**config.mk**
```make
export PLATFORM = sky130hd
export DESIGN_NAME = spart_tx_sched
export DESIGN_NICKNAME = d
export VERILOG_FILES = /design/src/rtl/spart_pkg.sv /design/src/rtl/rr_arbiter.sv /design/src/rtl/spart_tx_sched.sv
export SDC_FILE = /design/constraint.sdc
export NUM_CORES = 1
export LEC_CHECK = 0
export ABC_AREA = 1
export BUFFER_PORTS_ARGS = -buffer_cell sky130_fd_sc_hd__buf_2
export CORE_ASPECT_RATIO = 1.25
export CORE_UTILIZATION = 54
export CTS_BUF_LIST = sky130_fd_sc_hd__clkbuf_4
export DETAILED_ROUTE_END_ITERATION = 8
export GPL_TIMING_DRIVEN = 0
export PLACE_DENSITY = 0.81
export SLEW_MARGIN = 20
export SYNTH_ARGS = -nofsm -noshare
export SYNTH_HDL_FRONTEND = slang
export SYNTH_SLANG_ARGS = --single-unit
```
**constraint.sdc**
```tcl
create_clock -name clk -period 2 [get_ports clk]
set_input_delay 0.3 -clock clk [delete_from_list [all_inputs] [get_ports clk]]
set_output_delay 0.3 -clock clk [all_outputs]
set_load 0.01 [all_outputs]
```
**src/rtl/spart_pkg.sv**
```systemverilog
// Shared constants and FSM encoding for the SPART transmit scheduler.
package spart_pkg;

   localparam logic [1:0] ADDR_TX  = 2'b00;
   localparam logic [1:0] ADDR_DBL = 2'b10;
   localparam logic [1:0] ADDR_DBH = 2'b11;

   typedef enum logic [2:0] {
      CFG_LO,
      CFG_HI,
      IDLE,
      SEND,
      WAIT_ACK
   } state_e;

endpackage

```
**src/rtl/rr_arbiter.sv**
```systemverilog
// Combinational round-robin pick: first set request after the pointer wins.
module rr_arbiter #(
   parameter  int NREQ = 2,
   localparam int IW   = (NREQ > 1) ? $clog2(NREQ) : 1
) (
   input  logic [NREQ-1:0] req,
   input  logic [IW-1:0]   ptr,
   output logic [NREQ-1:0] win_oh,
   output logic [IW-1:0]   win_idx
);

   always_comb begin
      logic          found;
      logic [IW-1:0] cidx;
      win_oh  = '0;
      win_idx = '0;
      found   = 1'b0;
      cidx    = '0;
      for (int k = 1; k <= NREQ; k++) begin
         cidx = IW'((int'(ptr) + k) % NREQ);
         if (!found && req[cidx]) begin
            found         = 1'b1;
            win_oh[cidx]  = 1'b1;
            win_idx       = cidx;
         end
      end
   end

endmodule

```
**src/rtl/spart_tx_sched.sv**
```systemverilog
// SPART I/O master: programs the baud divisor, then round-robins byte requesters onto the transmitter.
module spart_tx_sched
   import spart_pkg::*;
#(
   parameter int          NREQ        = 2,
   parameter logic [15:0] DIV_RESET   = 16'h0005,
   parameter int          ACK_TIMEOUT = 8
) (
   input  logic              clk,
   input  logic              rst,
   input  logic [NREQ-1:0]   req,
   input  logic [8*NREQ-1:0] req_data,
   output logic [NREQ-1:0]   gnt,
   input  logic [15:0]       cfg_div,
   input  logic              cfg_load,
   input  logic              tbr,
   output logic              iorw,
   output logic [1:0]        ioaddr,
   output logic [7:0]        databus,
   output logic              busy,
   output logic              err
);

   localparam int IW = (NREQ > 1) ? $clog2(NREQ) : 1;
   localparam int CW = $clog2(ACK_TIMEOUT + 1);

   state_e          state_q, state_d;
   logic            boot_q;
   logic [15:0]     div_q, div_d;
   logic            pend_q, pend_d;
   logic [IW-1:0]   ptr_q, ptr_d;
   logic [CW-1:0]   cnt_q, cnt_d;
   logic            err_q, err_d;
   logic            iorw_q, iorw_d;
   logic [1:0]      ioaddr_q, ioaddr_d;
   logic [7:0]      databus_q, databus_d;
   logic [NREQ-1:0] gnt_q, gnt_d;
   logic            busy_q, busy_d;
   logic [NREQ-1:0] win_oh;
   logic [IW-1:0]   win_idx;

   rr_arbiter #(.NREQ(NREQ)) u_arb (
      .req     (req),
      .ptr     (ptr_q),
      .win_oh  (win_oh),
      .win_idx (win_idx)
   );

   // A load in the same cycle as the IDLE decision is honoured immediately.
   assign div_d = cfg_load ? cfg_div : div_q;

   always_comb begin
      state_d = state_q;
      pend_d  = pend_q | cfg_load;
      ptr_d   = ptr_q;
      cnt_d   = cnt_q;
      err_d   = err_q;
      if (boot_q) begin
         state_d = CFG_LO;
      end else begin
         case (state_q)
            CFG_LO: state_d = CFG_HI;
            CFG_HI: state_d = IDLE;
            IDLE: begin
               if (pend_q || cfg_load) begin
                  pend_d  = 1'b0;
                  state_d = CFG_LO;
               end else if (tbr && (|req)) begin
                  ptr_d   = win_idx;
                  state_d = SEND;
               end
            end
            SEND: begin
               cnt_d   = '0;
               state_d = WAIT_ACK;
            end
            WAIT_ACK: begin
               if (!tbr) begin
                  state_d = IDLE;
               end else if (cnt_q == CW'(ACK_TIMEOUT - 1)) begin
                  err_d   = 1'b1;
                  state_d = IDLE;
               end else begin
                  cnt_d = cnt_q + 1'b1;
               end
            end
            default: state_d = CFG_LO;
         endcase
      end
   end

   // Outputs are decoded from the state being entered so they appear registered.
   always_comb begin
      iorw_d    = 1'b1;
      ioaddr_d  = ADDR_TX;
      databus_d = databus_q;
      gnt_d     = '0;
      busy_d    = (state_d != IDLE);
      case (state_d)
         CFG_LO: begin
            ioaddr_d  = ADDR_DBL;
            databus_d = boot_q ? div_q[7:0] : div_d[7:0];
         end
         CFG_HI: begin
            ioaddr_d  = ADDR_DBH;
            databus_d = div_q[15:8];
         end
         SEND: begin
            iorw_d    = 1'b0;
            databus_d = req_data[8*win_idx +: 8];
            gnt_d     = win_oh;
         end
         default: ;
      endcase
   end

   always_ff @(posedge clk or negedge rst) begin
      if (!rst) begin
         state_q   <= CFG_LO;
         boot_q    <= 1'b1;
         div_q     <= DIV_RESET;
         pend_q    <= 1'b0;
         ptr_q     <= IW'(NREQ - 1);
         cnt_q     <= '0;
         err_q     <= 1'b0;
         iorw_q    <= 1'b1;
         ioaddr_q  <= ADDR_TX;
         databus_q <= '0;
         gnt_q     <= '0;
         busy_q    <= 1'b1;
      end else begin
         state_q   <= state_d;
         boot_q    <= 1'b0;
         div_q     <= div_d;
         pend_q    <= pend_d;
         ptr_q     <= ptr_d;
         cnt_q     <= cnt_d;
         err_q     <= err_d;
         iorw_q    <= iorw_d;
         ioaddr_q  <= ioaddr_d;
         databus_q <= databus_d;
         gnt_q     <= gnt_d;
         busy_q    <= busy_d;
      end
   end

   assign gnt     = gnt_q;
   assign iorw    = iorw_q;
   assign ioaddr  = ioaddr_q;
   assign databus = databus_q;
   assign busy    = busy_q;
   assign err     = err_q;

endmodule

```
==> impl_metrics.env, run 1 <==
export IMPL_status="finished, violations left"
export IMPL_violations="design-rule violations"
export IMPL_syn_cell_area_mm2=0.00203
export IMPL_path_cells="a21boi_2 -> clkinvlp_4 -> nand2_1 -> nand2_1 -> nand2_1 -> nand3_1 -> nand2_1 -> nand2_1"
export IMPL_drc_errors=10
export IMPL_synth_edff_count=0
export IMPL_synth_main_ff_cell="dfrtp_1"
export IMPL_first_pass_iters=6
export IMPL_initial_core_util=0.573
export IMPL_syn_inst=242
export IMPL_cpPeakStageDelay_ns=0.46
export IMPL_syn_area_per_cell_um2=8.39
export IMPL_cts_tree="yes"
export IMPL_synth_warnings=0
export IMPL_cts_sinks=41
export IMPL_path_clk_slew_ns=0.11
export IMPL_arrival_ns=2.08
export IMPL_htree_levels=2
export IMPL_fin_crit_ns=1.82
export IMPL_n_fill_cell=301
export IMPL_rows=24
export IMPL_p_clk_frac=0.279
export IMPL_antenna_found_initial=0
export IMPL_sw_frac_of_total=0.292
export IMPL_maxSlewViolCount=0
export IMPL_critical_path_top_delay_family="simple AND/OR/NAND/NOR gates"
export IMPL_crit_type="reg -> reg"
export IMPL_postCtsHoldBufs=0
export IMPL_cp_common_cell="nand2_1"
export IMPL_grt_setup_unrepaired="false"
export IMPL_grt_pass1_wl_um=7760
export IMPL_post_place_ws_ns=0.0470
export IMPL_crit_required_ns=2.26
export IMPL_fmax_mhz=551
export IMPL_grt_pass1_vias=1815
export IMPL_combinationalPowerShare=0.208
export IMPL_insertion_delay_ns=0.36
export IMPL_layout_nets=340
export IMPL_synth_seq_cells=41
export IMPL_cts_root_buf="clkbuf_4"
export IMPL_place_gp_congestion=0.818
export IMPL_antenna_left=0
export IMPL_wirelength_um=4450
export IMPL_fin_skew_ns=0.00577
export IMPL_ys_types=30
export IMPL_crit_slowest_cell="a21boi_2"
export IMPL_routedWlPerCell_um=13.0
export IMPL_ios=53
export IMPL_post_route_period_util=0.908
export IMPL_power_density_mw_per_mm2=793
export IMPL_seqPwrFrac=0.513
export IMPL_cp_num_buf_inv=1
export IMPL_layout_setup_ws_ns=0.184
export IMPL_via_per_inst=5.25
export IMPL_die_h_um=70.6
export IMPL_layout_drive_gt1_share=0.315
export IMPL_p_total_uw=1920
export IMPL_grt_max_degree=42
export IMPL_path_max_fanout=9
export IMPL_whs_ns=0.0482
export IMPL_internal_power_uw=1360
export IMPL_crit_path_end_kind="flop"
export IMPL_ir_drop_mv=0.550
export IMPL_ctsLongestPathBuffers=2
export IMPL_async_reset_ff_frac=1.00
export IMPL_switchingPower_uw=562
export IMPL_relSlewSlack=0.411
export IMPL_io_buffers=52
export IMPL_num_vias=1789
export IMPL_hpwl_um=3210
export IMPL_yosysSeqAreaShare=0.509
export IMPL_synth_nets=281
export IMPL_grt_use_total=0.255
export IMPL_finalSetupViolations=0
export IMPL_antenna_cells=0
export IMPL_chipWidth_um=56.9
export IMPL_grt_overflow_total=0
export IMPL_cp_start_kind="flop"
export IMPL_tightest_slew_ns=0.884
export IMPL_hold_class="in -> async"
export IMPL_setup_tns_final_ns=0
export IMPL_dr_first_iter_drc_count=60
export IMPL_syn_to_final_growth_pct=19.3
export IMPL_timing_hold_violations_final=0
export IMPL_maxCapViolations=0
export IMPL_leakagePower_uw=0.00129
export IMPL_cts_made_buffers=5
export IMPL_core_mm2=0.00354
export IMPL_dieArea_mm2=0.00401
## registers in the layout, indices dropped and copies added (netlist names), 2 cells and up
signal / count
ioaddr: 2
databus: 8
gnt: 2
cnt_q: 4
div_q: 16
state_q: 3
## timing repair
action / 4_1_cts / 5_1_grt
resized for setup: 0 / 1
endpoints found under the setup margin: 0 / 5
setup buffers: 0 / 0
## per-stage QoR
step,util,instances,instance area (um^2)
4_1_cts,0.683,341,2420
3_3_place_gp,0.660,333,2340
3_5_place_dp,0.660,333,2340
2_1_floorplan,-,242,2030
5_1_grt,0.684,341,2420
6_report,0.684,341,2420
## Yosys cell counts, types with 3 or more instances
| cell | n | share of area |
|---|---|---|
| nor2_4 | 3 | 0.017 |
| nor2_1 | 9 | 0.017 |
| buf_2 | 4 | 0.0099 |
| nand2_1 | 92 | 0.17 |
| nor2_2 | 3 | 0.0092 |
| inv_1 | 21 | 0.039 |
| o21ai_0 | 18 | 0.044 |
| mux2_2 | 8 | 0.044 |
| nand2_4 | 4 | 0.022 |
| nand4_1 | 8 | 0.025 |
| dfstp_2 | 6 | 0.078 |
| dfrtp_1 | 35 | 0.43 |
| nand3_1 | 14 | 0.035 |
## final timing paths
check                        from    endpoint  slack (ns)  cells after the start
setup / recovery            ptr_q  databus[5]        0.18                      8
hold / removal                rst      gnt[0]        0.05                      1
setup reg to reg            ptr_q  databus[5]        0.18                      8
hold reg to reg               err         err        0.48                      1
max in group asynchronous     rst    div_q[4]        1.40                      1
min in group clk           req[1]      gnt[0]        0.14                      2
## layout make-up
class | instances | area [um^2] | share of cell area
Sequential cell | 41 | 1030 | 0.427
Timing Repair Buffer | 52 | 260 | 0.107
Clock inverter | 2 | 33.8 | 0.0139
Buffer | 5 | 23.8 | 0.00981
Tap cell | 39 | 48.8 | 0.0201
Clock buffer | 6 | 45.0 | 0.0186
Inverter | 24 | 96.3 | 0.0398
Multi-Input combinational cell | 172 | 881 | 0.364
## cell usage in the layout, fill, tap and decap left out, drive strengths merged
cell and count:
a211oi 1, a21boi 1, a21oi 2, a22oi 1, a31o 1, a31oi 1
buf 56, bufinv 1, clkbuf 7, clkinv 1, clkinvlp 1, conb 1
dfrtp 35, dfstp 6, ha 1, inv 23, mux2 8, nand2 97
nand3 15, nand4 8, nor2 15, o21ai 18, o21bai 1, xor2 1
## power by group through the flow
stage / sequential, uW / combinational [uW] / clock (uW)
2_1_floorplan: 1010 / 226 / 0
3_3_place_gp: 1000 / 389 / 0
3_5_place_dp: 1000 / 399 / 0
4_1_cts: 986 / 401 / 546
5_1_grt: 998 / 453 / 574
6_report: 986 / 400 / 536
## routing by layer
metal	wire length, um	GRT usage
met1	1860	0.306
met2	2200	0.440
met3	241	0.0494
met4	144	0.122
met5	0	0
## worst reg2reg max path, cell delays in order, from the launching register on
cell	delay (ns)
dfstp_2	0.39
a21boi_2	0.46
clkinvlp_4	0.39
nand2_1	0.13
nand2_1	0.06
nand2_1	0.06
nand3_1	0.10
nand2_1	0.08
nand2_1	0.05
## cell families after synthesis
logic type / synth area share
flops: 0.509
mux: 0.0444
other cells: 0.00185
buf+inv: 0.0573
fa+ha+maj: 0.00616
xor+xnor: 0.00431
compound gates: 0.0752
simple gates: 0.302
(Power assumes the default switching activity.)
==> run 2, diff against run 1 <==
--- a/config.mk
+++ b/config.mk
@@ -8,11 +8,10 @@
 export ABC_AREA = 1
 export BUFFER_PORTS_ARGS = -buffer_cell sky130_fd_sc_hd__buf_2
 export CORE_ASPECT_RATIO = 1.25
-export CORE_UTILIZATION = 54
-export CTS_BUF_LIST = sky130_fd_sc_hd__clkbuf_4
+export CORE_UTILIZATION = 52
 export DETAILED_ROUTE_END_ITERATION = 8
 export GPL_TIMING_DRIVEN = 0
-export PLACE_DENSITY = 0.81
+export PLACE_DENSITY = 0.79
 export SLEW_MARGIN = 20
 export SYNTH_ARGS = -nofsm -noshare
 export SYNTH_HDL_FRONTEND = slang
==> run 2 against run 1 <==
  * The run still ends with design-rule violations left
  * Clock skew fell by 0.0026 ns
  * First-iteration DRC count rose by 27%
  * Die area is 3.7% higher
  * Total power is essentially flat
  * Final area rose by 0.67%
  * Hold slack improved by 0.067 ns
  * Register-to-register slack gained 0.11 ns
  * Largest power group unchanged
==> impl_metrics.env, run 2 (same netlist as run 1, synthesis figures left out) <==
export IMPL_finalSetupViolations=0
export IMPL_via_per_inst=5.25
export IMPL_rows=25
export IMPL_drc_errors=3
export IMPL_grt_pass1_vias=1823
export IMPL_path_clk_slew_ns=0.08
export IMPL_antenna_cells=0
export IMPL_largest_register_ffs=16
export IMPL_cp_start_kind="flop"
export IMPL_antenna_left=0
export IMPL_initial_core_util=0.541
export IMPL_path_cells="a21boi_2 -> clkinvlp_4 -> buf_4 -> nand2_1 -> nand2_1 -> nand2_1 -> nand3_1 -> nand2_1 -> nand2_1"
export IMPL_syn_to_final_growth_pct=20.1
export IMPL_ir_drop_mv=0.566
export IMPL_dieArea_mm2=0.00416
export IMPL_top_register="div_q"
export IMPL_hpwl_um=3200
export IMPL_layout_common_cells="92 x nand2_1, 56 x buf_2, 35 x dfrtp_1, 21 x inv_1, 18 x o21ai_0"
export IMPL_whs_ns=0.115
export IMPL_layout_nets=341
export IMPL_grt_overflow_total=0
export IMPL_setup_tns_final_ns=0
export IMPL_place_gp_congestion=0.814
export IMPL_grt_pass1_wl_um=7730
export IMPL_post_place_ws_ns=0.106
export IMPL_io_buffers=52
export IMPL_insertion_delay_ns=0.29
export IMPL_num_vias=1802
export IMPL_ios=53
export IMPL_grt_use_total=0.243
export IMPL_chipWidth_um=57.9
export IMPL_critical_path_top_delay_family="compound AO/OA/AOI/OAI gates"
export IMPL_maxSlewViolCount=0
export IMPL_first_pass_iters=6
export IMPL_antenna_found_initial=0
export IMPL_status="finished, violations left"
export IMPL_core_mm2=0.00375
export IMPL_htree_levels=2
export IMPL_relSlewSlack=0.401
export IMPL_fin_skew_ns=0.00315
export IMPL_layout_commonest_cell="nand2_1"
export IMPL_crit_slowest_cell="a21boi_2"
export IMPL_routedWlPerCell_um=13.0
export IMPL_fmax_mhz=588
export IMPL_grt_setup_unrepaired="false"
export IMPL_layout_drive_gt1_share=0.320
export IMPL_gr_max_usage_layer="met2"
export IMPL_layout_setup_ws_ns=0.298
export IMPL_cp_num_buf_inv=2
export IMPL_cp_common_cell="nand2_1"
export IMPL_use_met3=0.0542
export IMPL_die_h_um=71.9
export IMPL_utilization=0.650
export IMPL_arrival_ns=1.89
export IMPL_crit_type="reg -> reg"
export IMPL_grt_max_degree=42
export IMPL_dr_first_iter_drc_count=76
export IMPL_post_route_period_util=0.851
export IMPL_grtUsageMet2=0.405
export IMPL_path_max_fanout=9
export IMPL_violations="design-rule violations"
export IMPL_leakagePower_uw=0.00129
export IMPL_tightest_slew_ns=0.898
export IMPL_rrSetupSlack_ns=0.30
export IMPL_timing_hold_violations_final=0
export IMPL_global_route_usage_met1=0.296
export IMPL_ctsLongestPathBuffers=2
export IMPL_maxCapViolations=0
export IMPL_hold_class="in -> async"
export IMPL_wirelength_um=4450
export IMPL_fin_crit_ns=1.70
export IMPL_n_fill_cell=322
export IMPL_cts_sinks=41
export IMPL_crit_path_end_kind="flop"
export IMPL_power_density_mw_per_mm2=788
export IMPL_crit_required_ns=2.19
export IMPL_cts_made_buffers=5
export IMPL_cts_tree="yes"
export IMPL_cpPeakStageDelay_ns=0.44
export IMPL_cts_root_buf="clkbuf_8"
[run 2: cell count changes in the layout (fill, tap and decap cells not counted)]
cell        before  now
buf_4            0    1
clkinvlp_4       1    2
clkbuf_4         6    0
clkinv_2         0    2
bufinv_16        1    0
clkinv_1         1    0
clkbuf_8         0    5
[run 2: area by class of cell]
cell class                 count  area [um^2]  share of cell area
buffer                         5         23.8             0.00975
clock buffer                   5         68.8              0.0282
clock inverter                 3         17.5             0.00718
inverter                      24         96.3              0.0395
multi-input combinational    172          881               0.361
sequential                    41         1030               0.424
tap                           40         50.0              0.0205
timing repair buffer          53          268               0.110
[run 2: power by group]
| group | switching [uW] | leakage, uW | internal (uW) | total (uW) |
|---|---|---|---|---|
| clock | 295 | 0.0000439 | 241 | 536 |
| combinational | 243 | 0.000750 | 156 | 399 |
| sequential | 54.8 | 0.000496 | 932 | 987 |
| total | 593 | 0.00129 | 1330 | 1920 |
[run 2: worst reg2reg max path, cell delays in order, from the launching register on]
cell,delay [ns]
dfstp_2,0.38
a21boi_2,0.44
clkinvlp_4,0.17
buf_4,0.19
nand2_1,0.06
nand2_1,0.06
nand2_1,0.06
nand3_1,0.10
nand2_1,0.09
nand2_1,0.05
[run 2: path summary, 6_finish.rpt]
path | from | end | cells past startpoint
setup / recovery | ptr_q | databus[4] | 9
hold / removal | rst | div_q[4] | 1
setup reg to reg | ptr_q | databus[4] | 9
hold reg to reg | databus[2] | databus[2] | 2
max in group asynchronous | rst | div_q[1] | 1
min in group clk | req[1] | gnt[0] | 2
[run 2: metal layers]
metal,wire [um],part of all wire
met1,1950,0.44
met2,2200,0.49
met3,195,0.044
met4,109,0.025
met5,0,0
[run 2: what timing repair did]
action                     4_1_cts  5_1_grt
setup buffers                    0        1
setup endpoints to repair        0        6
hold buffers                     0        0
resized for setup                0        1
[run 2: metrics by stage]
stage	area, um^2	power [uW]	instances
2_1_floorplan	2030	1240	242
6_report	2440	1920	343
3_3_place_gp	2340	1390	334
3_5_place_dp	2340	1400	334
5_1_grt	2440	2030	343
4_1_cts	2430	1920	342
==> run 3, diff against run 2 <==
--- a/config.mk
+++ b/config.mk
@@ -5,7 +5,7 @@
 export SDC_FILE = /design/constraint.sdc
 export NUM_CORES = 1
 export LEC_CHECK = 0
-export ABC_AREA = 1
+export ABC_AREA = 0
 export BUFFER_PORTS_ARGS = -buffer_cell sky130_fd_sc_hd__buf_2
 export CORE_ASPECT_RATIO = 1.25
 export CORE_UTILIZATION = 52
==> run 3 against run 2 <==
  * The run ends with design-rule violations, negative setup slack left
  * Global-route usage decreased by 0.092 points
  * Sequential power increased by 4%
  * Clock-buffer cell count increased by 2
  * Highest routed layer unchanged
==> impl_metrics.env, run 3 <==
export IMPL_crit_required_ns=2.24
export IMPL_num_vias=1623
export IMPL_synth_most_common_cell="dfrtp_1"
export IMPL_insertion_delay_ns=0.30
export IMPL_fin_cells=271
export IMPL_cpPeakStageDelay_ns=0.53
export IMPL_post_route_period_util=1.02
export IMPL_power_density_mw_per_mm2=811
export IMPL_first_pass_iters=6
export IMPL_wirelength_um=4820
export IMPL_chipWidth_um=57.5
export IMPL_synth_nets=200
export IMPL_maxCapViolations=0
export IMPL_cp_num_buf_inv=2
export IMPL_leakagePower_uw=0.00122
export IMPL_gr_max_usage_layer="met2"
export IMPL_cts_sinks=41
export IMPL_syn_to_final_growth_pct=31.3
export IMPL_synth_edff_count=0
export IMPL_timing_hold_violations_final=0
export IMPL_largest_register_ffs=16
export IMPL_fmax_mhz=488
export IMPL_tightest_slew_ns=0.884
export IMPL_ios=53
export IMPL_ir_drop_mv=0.509
export IMPL_crit_type="reg -> reg"
export IMPL_grt_overflow_total=0
export IMPL_layout_setup_ws_ns=-0.0490
export IMPL_die_h_um=71.4
export IMPL_relSlewSlack=0.411
export IMPL_dr_first_iter_drc_count=48
export IMPL_grt_max_degree=42
export IMPL_dieArea_mm2=0.00411
export IMPL_top_register="div_q"
export IMPL_syn_cell_area_mm2=0.00200
export IMPL_grtUsageMet2=0.395
export IMPL_dp_cells=252
export IMPL_synth_warnings=0
export IMPL_finalSetupViolations=9
export IMPL_drc_errors=7
export IMPL_syn_area_per_cell_um2=12.4
export IMPL_crit_slowest_cell="or4b_4"
export IMPL_critical_path_top_delay_family="simple AND/OR/NAND/NOR gates"
export IMPL_grt_use_total=0.242
export IMPL_use_met3=0.0794
export IMPL_grt_setup_unrepaired="true"
export IMPL_grt_pass1_vias=1595
export IMPL_cts_root_buf="clkbuf_8"
export IMPL_fin_crit_ns=2.05
export IMPL_via_per_inst=5.99
export IMPL_grt_pass1_wl_um=7340
export IMPL_status="finished, violations left"
export IMPL_layout_common_cells="54 x buf_2, 35 x dfrtp_1, 18 x mux2i_1, 16 x mux2_2, 12 x buf_4"
export IMPL_ys_types=41
export IMPL_ctsLongestPathBuffers=2
export IMPL_path_max_fanout=8
export IMPL_global_route_usage_met1=0.275
export IMPL_hpwl_um=3060
export IMPL_synth_main_ff_cell="dfrtp_1"
export IMPL_path_cells="or4b_4 -> buf_6 -> o22ai_4 -> o211ai_1 -> buf_4 -> o221ai_2 -> mux2_4"
export IMPL_cts_made_buffers=5
export IMPL_yosys_top_cells_count="35 x dfrtp_1, 24 x mux2_2, 18 x mux2i_1"
export IMPL_layout_drive_gt1_share=0.534
export IMPL_routedWlPerCell_um=17.8
export IMPL_cp_start_kind="flop"
export IMPL_hold_class="in -> async"
export IMPL_place_gp_congestion=0.784
export IMPL_synth_top_cell_by_area="dfrtp_1"
export IMPL_maxSlewViolCount=0
export IMPL_synth_seq_cells=41
export IMPL_path_clk_slew_ns=0.07
export IMPL_violations="design-rule violations, negative setup slack"
export IMPL_fin_skew_ns=0.00552
export IMPL_htree_levels=2
export IMPL_antenna_found_initial=0
export IMPL_layout_nets=271
export IMPL_antenna_left=0
export IMPL_async_reset_ff_frac=1.00
export IMPL_layout_commonest_cell="buf_2"
export IMPL_yosysSeqAreaShare=0.516
export IMPL_antenna_cells=0
export IMPL_core_mm2=0.00357
export IMPL_post_place_ws_ns=-0.175
export IMPL_rows=24
export IMPL_cts_tree="yes"
export IMPL_initial_core_util=0.561
export IMPL_io_buffers=52
export IMPL_syn_inst=161
export IMPL_netlist_area_leader_share=0.437
export IMPL_crit_path_end_kind="flop"
export IMPL_arrival_ns=2.29
export IMPL_synthTopCellsByArea="dfrtp_1 44%, mux2_2 13%, mux2i_1 9.0%"
## run 3: logic make-up after synthesis
family / synth area share
adder cells (fa/ha/maj): 0.00625
other: 0.00187
multiplexers: 0.225
buffers and inverters: 0.0319
flip-flops: 0.516
AND/OR/NAND/NOR: 0.113
AO/OA/AOI/OAI: 0.106
## run 3: path summary, 6_finish.rpt
kind	start	to	slack [ns]	depth (start not counted)
min	rst	gnt[1]	0.12	1
max reg2reg	state_q[0]	databus[4]	-0.05	7
min reg2reg	err	err	0.48	1
min in group clk	cfg_div[15]	div_q[15]	0.24	2
max in group asynchronous	rst	databus[1]	1.32	1
max	state_q[0]	databus[4]	-0.05	7
## run 3: per-layer routing
layer	vias to the layer above	share of wire
met5	-	0
met4	0	0.042
met3	25	0.052
met2	66	0.52
met1	789	0.39
li1	743	-
## run 3: stage by stage
stage	hold slack (ns)	instance area, um^2	power (uW)	util	TNS [ns]
after CTS	0.142	2520	2100	0.704	-0.854
after global placement	0.451	2320	1470	0.649	-1.06
final	0.118	2630	2130	0.736	-0.181
after detailed placement	0.466	2320	1500	0.649	-1.33
after global routing	0.196	2630	2240	0.736	-0.778
after floorplan	0.00441	2010	1330	-	0
## run 3: cell type report
| class | count | area [um^2] |
|---|---|---|
| Multi-Input combinational cell | 108 | 1040 |
| Sequential cell | 41 | 1030 |
| Inverter | 5 | 18.8 |
| Buffer | 6 | 28.8 |
| Timing Repair Buffer | 65 | 374 |
| Clock buffer | 7 | 86.3 |
| Tap cell | 39 | 48.8 |
| Fill cell | 254 | 943 |
## run 3: power breakdown
part           internal (uW)  switching (uW)
Combinational            294             266
Clock                    274             268
Sequential               955            76.4
## run 3: repair_timing
item / 4_1_cts / 5_1_grt
gates cloned: 0 / 1
hold endpoints to repair: 0 / 0
gates resized for setup: 14 / 14
pin swaps: 5 / 3
setup buffers: 7 / 6
setup endpoints to repair: 9 / 9
hold buffers: 0 / 0
